==> src/rtl/tinyalu_responder.sv <==
// tinyalu_responder: TinyALU start/done responder computing add/and/xor/mul on latched operands.
module tinyalu_responder #(
  parameter int DATA_W      = 8,
  parameter int MUL_LATENCY = 3
) (
  input  logic                clk,
  input  logic                reset,
  input  logic [DATA_W-1:0]   A,
  input  logic [DATA_W-1:0]   B,
  input  logic [2:0]          op,
  input  logic                start,
  output logic                done,
  output logic [2*DATA_W-1:0] result,
  output logic                busy
);
  localparam int RW = 2 * DATA_W;
  localparam logic [2:0] OP_NOP = 3'b000, OP_ADD = 3'b001, OP_AND = 3'b010,
                         OP_XOR = 3'b011, OP_MUL = 3'b100, OP_RST = 3'b111;
  typedef enum logic [1:0] {IDLE, SINGLE, MUL, WAIT_LOW} state_t;
  state_t state, state_n;
  logic [DATA_W-1:0] a_q, b_q;
  logic [2:0] op_q;
  logic [3:0] cnt;
  logic [RW-1:0] f;
  logic is_single, accept, fin;
  // Illegal opcodes 101/110 take the single-cycle path and yield zero.
  assign is_single = !(op inside {OP_NOP, OP_MUL, OP_RST});
  assign accept = state == IDLE && start;
  assign fin = state == SINGLE || (state == MUL && cnt == 4'd0);
  assign busy = state == SINGLE || state == MUL;
  always_comb begin
    f = op_q == OP_ADD ? RW'(a_q) + RW'(b_q) :
        op_q == OP_AND ? RW'(a_q & b_q) :
        op_q == OP_XOR ? RW'(a_q ^ b_q) :
        op_q == OP_MUL ? RW'(a_q) * RW'(b_q) : '0;
  end
  always_comb begin
    state_n = state;
    if (accept) state_n = is_single ? SINGLE : op == OP_MUL ? MUL : IDLE;
    else if (fin) state_n = WAIT_LOW;
    else if (state == WAIT_LOW && !start) state_n = IDLE;
  end
  always_ff @(posedge clk) begin
    if (reset) state <= IDLE;
    else state <= state_n;
  end
  always_ff @(posedge clk) begin
    if (reset) begin
      done   <= 1'b0;
      result <= '0;
      a_q    <= '0;
      b_q    <= '0;
      op_q   <= OP_NOP;
      cnt    <= '0;
    end else begin
      done <= fin;
      if (accept) begin
        a_q  <= A;
        b_q  <= B;
        op_q <= op;
        cnt  <= 4'(MUL_LATENCY - 1);
        if (op == OP_RST) result <= '0;
      end
      if (state == MUL && cnt != 4'd0) cnt <= cnt - 4'd1;
      if (fin) result <= f;
    end
  end
endmodule

==> config.mk <==
export PLATFORM = sky130hd
export DESIGN_NAME = tinyalu_responder
export DESIGN_NICKNAME = d
export VERILOG_FILES = /design/src/rtl/tinyalu_responder.sv
export SDC_FILE = /design/constraint.sdc
export NUM_CORES = 1
export LEC_CHECK = 0
export CORE_MARGIN = 4
export CORE_UTILIZATION = 40
export DETAILED_ROUTE_END_ITERATION = 6
export MAX_ROUTING_LAYER = met4
export PLACE_DENSITY = 0.57
export SLEW_MARGIN = 25
export SYNTH_ARGS = -nofsm -noshare
export SYNTH_HDL_FRONTEND = slang
export SYNTH_SLANG_ARGS = --single-unit
==> constraint.sdc <==
create_clock -name clk -period 8.49 [get_ports clk]
set_input_delay 1.698 -clock clk [delete_from_list [all_inputs] [get_ports clk]]
set_output_delay 1.698 -clock clk [all_outputs]
set_load 0.1 [all_outputs]
; ---- Word level (Yosys, flattened, before mapping)
; Cells that the tools add are included.
; Widths: inputs -> output; s select.
[classes]
shift = 0
muxes = 14
n_bitwise = 2
n_reduce_logical = 17
div_mod_pow = 0
multipliers = 1
n_eq_ne = 9
add_sub_neg = 2
n_lt_le_gt_ge = 0
[ops]
columns = operator, count
row1 = $mux 16, 7
row2 = $mul 8x8->16, 1
row3 = $mux 2, 5
row4 = $add 8x8->9, 1
row5 = $eq 3x3->1 const B, 3
row6 = $and 8x8->8, 1
row7 = $mux 4, 2
row8 = $xor 8x8->8, 1
row9 = $eq 3x2->1 const B, 2
row10 = $reduce_bool 2->1, 3
row11 = $reduce_bool 3->1, 2
row12 = $eq 2x2->1 const B, 2
row13 = $logic_and 1x1->1, 4
row14 = $logic_not 4->1, 1
row15 = $reduce_bool 4->1, 1
row16 = $sub 4x1->4 const B, 1
row17 = $eq 3x1->1 const B, 1
row18 = $logic_not 3->1, 1
row19 = $eq 2x1->1 const B, 1
row20 = $logic_not 2->1, 1
row21 = $logic_or 1x1->1, 2
row22 = $reduce_and 2->1, 1
row23 = $logic_not 1->1, 1
[word_totals]
out_inout_bits = 18
rom_bits = 0
n_memories = 0
inputBits = 22
latch_bits = 0
ff_bits = 42
ram_bits = 0

; ---- Logic depth before layout (Yosys ltp)
[depth]
depth_word = 6
depth_mapped = 16
ltp_nobuf = 16

; ---- Worst setup path after synthesis
; OpenSTA, ideal clock, no wires.
[synth_timing]
path_kind = reg-to-reg
startpoint = register a_q[4]
endpoint = register result[14]
setup_slack_ps = 4266
arrival_time_ps = 4150
path_buffers = 0
required_ps = 8416
stages_incl_launch_ff = 14
setup_time_ps = 74
path_cell_list = dfxtp_1 > ha_1 > fa_1 > fa_1 > fa_1 > inv_1 > fa_1 > inv_1 > ha_1 > or4_4 > o21ai_2 > o21ai_2 > mux2_4 > o22ai_2
[synth_via]
elab_chain_cells = 6
[synth_rtl]
columns = item, line
row1 = start: declaration, 21  ; logic [DATA_W-1:0] a_q, b_q;
row2 = start signal: assignment, 51  ; a_q <= '0;
row3 = start signal: assignment, 58  ; a_q <= A;
row4 = $mul 8x8->16, 35  ; op_q == OP_MUL ? RW'(a_q) * RW'(b_q) : '0;
row5 = $mux 16, 35
row6 = $mux 16, 34  ; op_q == OP_XOR ? RW'(a_q ^ b_q) :
row7 = $mux 16, 33  ; op_q == OP_AND ? RW'(a_q & b_q) :
row8 = $mux 16, 32  ; f = op_q == OP_ADD ? RW'(a_q) + RW'(b_q) :
row9 = $mux 16, 65  ; if (fin) result <= f;
row10 = end signal: assignment, 50  ; result <= '0;
row11 = end signal: assignment, 62  ; if (op == OP_RST) result <= '0;
row12 = end signal: assignment, 65
row13 = end: declaration, 13  ; output logic [2*DATA_W-1:0] result,
; No other way between the ends.
; A chain may end at the register's enable or synchronous reset.

; ---- Final worst setup path
[layout_timing]
startpoint = register a_q[4]
endpoint = register result[13]
; Same word-level chain as after synthesis.

==> summary.txt <==
Logic synthesis
  • Synth area leaders: dfxtp_1 20%, fa_1 17%, ha_1 14%
  • Compound-cell area share of the yosys netlist: 0.159
  • Largest family of logic cells by synthesized area: adder cells
  • Synth unique cells: 56
  • Largest area contributor in the netlist: dfxtp_1
  • XOR/XNOR Fraction of Synth Area: 0.0185
  • Sequential share of the synthesized area: 0.198
  • Synth Cell Area: 4260 um2
  • Ys Warns: 0
  • EDFF count, synth: 0
  • Main synth FF type: dfxtp_1
  • Async set or reset register ratio after synthesis: 0
  • Top cell type's share of synthesized area: 0.198
  • Post-Syn Instances: around 500
  • Adder-Cell Fraction of Synth Area: 0.318
  • Yosys reg bits: 42
  • Syn nets: 620
  • Mux cell area share after synthesis: 0.0159
  • Post-Syn Area per Cell: between 8 and 9 um2
  • Post-Synth Simple-Gate Area: 0.220

STA
  • Setup TNS: 0 ns
  • Hold Slack: 0.453 ns
  • Fin crit share: 0.561
  • Final setup fails: 0
  • Slew @ Worst Pin: 0.978 ns
  • Fin. max-slew vios: 0
  • Clock Skew: between 0.01 and 0.015 ns
  • Post-layout min period: 4.76 ns
  • Unrepaired setup endpoints after global routing: no
  • Slew HR: 0.346
  • Final hold violations: 0
  • Max Freq: 210 MHz

Routing
  • WL final: 10.6 mm
  • ANT nets after route: 0
  • Vias: roughly 3500
  • Initial drt markers: 229
  • Number of vias per cell: 5.22
  • Per-cell routed wire length: 15.5 um
  • DRC Markers: 0
  • Drt pass-1 iters: 4

Power
  • IR drop worst, VDD: approximately 0.00025 V
  • Pwr Density: between 150 and 200 nW/um2
  • LEAKAGE: between 2 and 2.5 nW
  • Pwr Total: 0.737 mW

Layout
  • Area growth, synth to finish: 13.8%
  • Share of cells above drive strength 1: 0.0386
  • Final #Nets: 651
  • Diode count: 0
  • Design Area, Final: 4840 um2
  • # fillers: 1029

Critical path
  • Crit path capture type: flop
  • CP arrival: 4.98 ns
  • CP required: 8.70 ns
  • Crit path launch type: flop
  • Crit path kind: reg2reg
  • CP Max Fanout: 9

Floorplan
  • Die W: 111 um
  • Die area: between 10000 and 15000 um2
  • Die height: between 100 and 150 um
  • Core Area: 10300 um2
  • Initial Util: 0.412
  • Boundary pin count: 40
  • Row cnt: 37

Clock tree
  • Clock latency on the worst-skew pair: 0.32 ns
  • CTS H-Tree Depth: 2
  • CTS tree: done
  • Post-CTS Resized: 0
  • Clk Tree Root Cell: clkbuf_8
  • CTS max path bufs: 2
  • CTS sink cnt: 42
  • Reg clk slew, reported paths: 0.10 ns
  • CTS Buf Count: 5
  • Postcts setup bufs: 0
  • Post-CTS Hold Buffers: 0

Global routing
  • GR Util All Layers: 0.185
  • Vias in the first global route: 3578
  • Largest net degree at the start of global routing: 28
  • Initial antenna violation count: 0
  • Total grt overflow: 0
  • Global-route wire length before repair: 18.2 mm

Worst hold path
  • Hold WC Path Type: reg2reg

Placement
  • Detail Placement HPWL: 8.34 mm
  • Placed cell area: between 4000 and 5000 um2
  • Final Wtd Congestion: between 0.8 and 0.9
  • Port Buffers: 39

Flow run
  • Max-Cap Viols: 0

Run status
  • Status: finished, final reports clean
synthesized netlist by cell type, types with 2 or more instances:
cell and number:
nand3_1 5, dfxtp_1 42, o21a_1 2, o21ai_0 16
and3_1 2, nand2_1 78, ha_1 49, xnor2_1 4
and2_1 49, o21ai_2 2, nand4b_1 2, inv_1 60
nor2b_1 4, nor2_1 23, or3_1 2, xor2_1 5
o31ai_1 4, a31oi_1 4, a21o_1 4, nor3_1 8
a22o_1 3, nand2b_1 4, o32ai_1 2, fa_1 37
a22oi_1 2, a21oi_1 42, mux2i_1 3, a32o_1 3
mux2_2 2, a311oi_1 2, o211ai_1 7, a211oi_1 4
clkbuf_1 13
worst paths after layout:
path,startpoint,end,cells after the start,slack (ns)
max reg2reg,a_q[4]$_SDFFE_PP0P_,result[13]$_SDFFE_PP0P_,14,3.73
max,a_q[4]$_SDFFE_PP0P_,result[13]$_SDFFE_PP0P_,14,3.73
min reg2reg,result[5]$_SDFFE_PP0P_,result[5]$_SDFFE_PP0P_,2,0.45
min,result[5]$_SDFFE_PP0P_,result[5]$_SDFFE_PP0P_,2,0.45
layer usage:
layer  track usage  vias up  part of all wire
met5             -        -                 0
met3        0.0311       10             0.044
met4        0.0430        0             0.017
li1              -     1768                 -
met2         0.284       88              0.45
met1         0.256     1683              0.49
power breakdown:
| group | leakage (nW) | switching, mW | internal (mW) |
|---|---|---|---|
| clock | 0.0467 | 0.0871 | 0.0612 |
| sequential | 0.342 | 0.0435 | 0.220 |
| combinational | 1.83 | 0.215 | 0.109 |
| total | 2.22 | 0.346 | 0.391 |
metrics by stage:
| stage | util | std cells | setup WS [ns] |
|---|---|---|---|
| global placement | 0.460 | 672 | 3.94 |
| floorplan | - | 512 | 4.27 |
| detailed placement | 0.460 | 672 | 3.80 |
| finish | 0.469 | 680 | 3.73 |
| global route | 0.469 | 680 | 3.44 |
| CTS | 0.469 | 680 | 3.78 |
cells by family after synthesis:
| group | count (synthesis) |
|---|---|
| buffers and inverters | 76 |
| xor gates and xnor gates | 9 |
| muxes | 6 |
| and+or+nand+nor | 188 |
| adders and majority gates | 86 |
| DFF | 42 |
| AOI/OAI and AO/OA | 105 |
critical path, stage by stage, from the launching register on:
cell      delay [ns]
dfxtp_1         0.48
ha_1            0.40
fa_1            0.47
fa_1            0.48
fa_1            0.54
inv_1           0.05
fa_1            0.53
inv_1           0.04
ha_1            0.33
inv_1           0.09
a211oi_1        0.50
a22o_1          0.33
mux2i_1         0.20
a21oi_1         0.08
a21o_1          0.16
registers in the layout, indices dropped and copies added, names as in the netlist:
register,count
result,16
a_q,8
b_q,8
cnt,4
op_q,3
state,2
done,1
cells in the final DEF (no fill, tap or decap), types with 3 or more instances in the layout:
| cell | instances |
|---|---|
| xnor2_1 | 4 |
| a22o_1 | 3 |
| nand2_1 | 78 |
| clkdlybuf4s50_1 | 39 |
| o21ai_0 | 16 |
| clkbuf_8 | 5 |
| o211ai_1 | 7 |
| nor2b_1 | 4 |
| nor2_1 | 23 |
| a211oi_1 | 4 |
| xor2_1 | 5 |
| nand3_1 | 5 |
| dfxtp_1 | 42 |
| ha_1 | 49 |
| o31ai_1 | 4 |
| nand2b_1 | 4 |
| and2_1 | 49 |
| a21oi_1 | 42 |
| a31oi_1 | 4 |
| fa_1 | 37 |
| mux2i_1 | 3 |
| a32o_1 | 3 |
| a21o_1 | 4 |
| inv_1 | 60 |
| nor3_1 | 8 |
area by class of cell:
type / instances / area [um2] / share of cell area
clock buffer: 5 / 68.8 / 0.0142
inverter: 60 / 225 / 0.0465
timing repair buffer: 40 / 398 / 0.0821
sequential: 42 / 841 / 0.174
clock inverter: 3 / 27.5 / 0.00568
tap: 136 / 170 / 0.0351
multi-input combinational: 394 / 3110 / 0.643
Power figures use the tool's default switching activity.
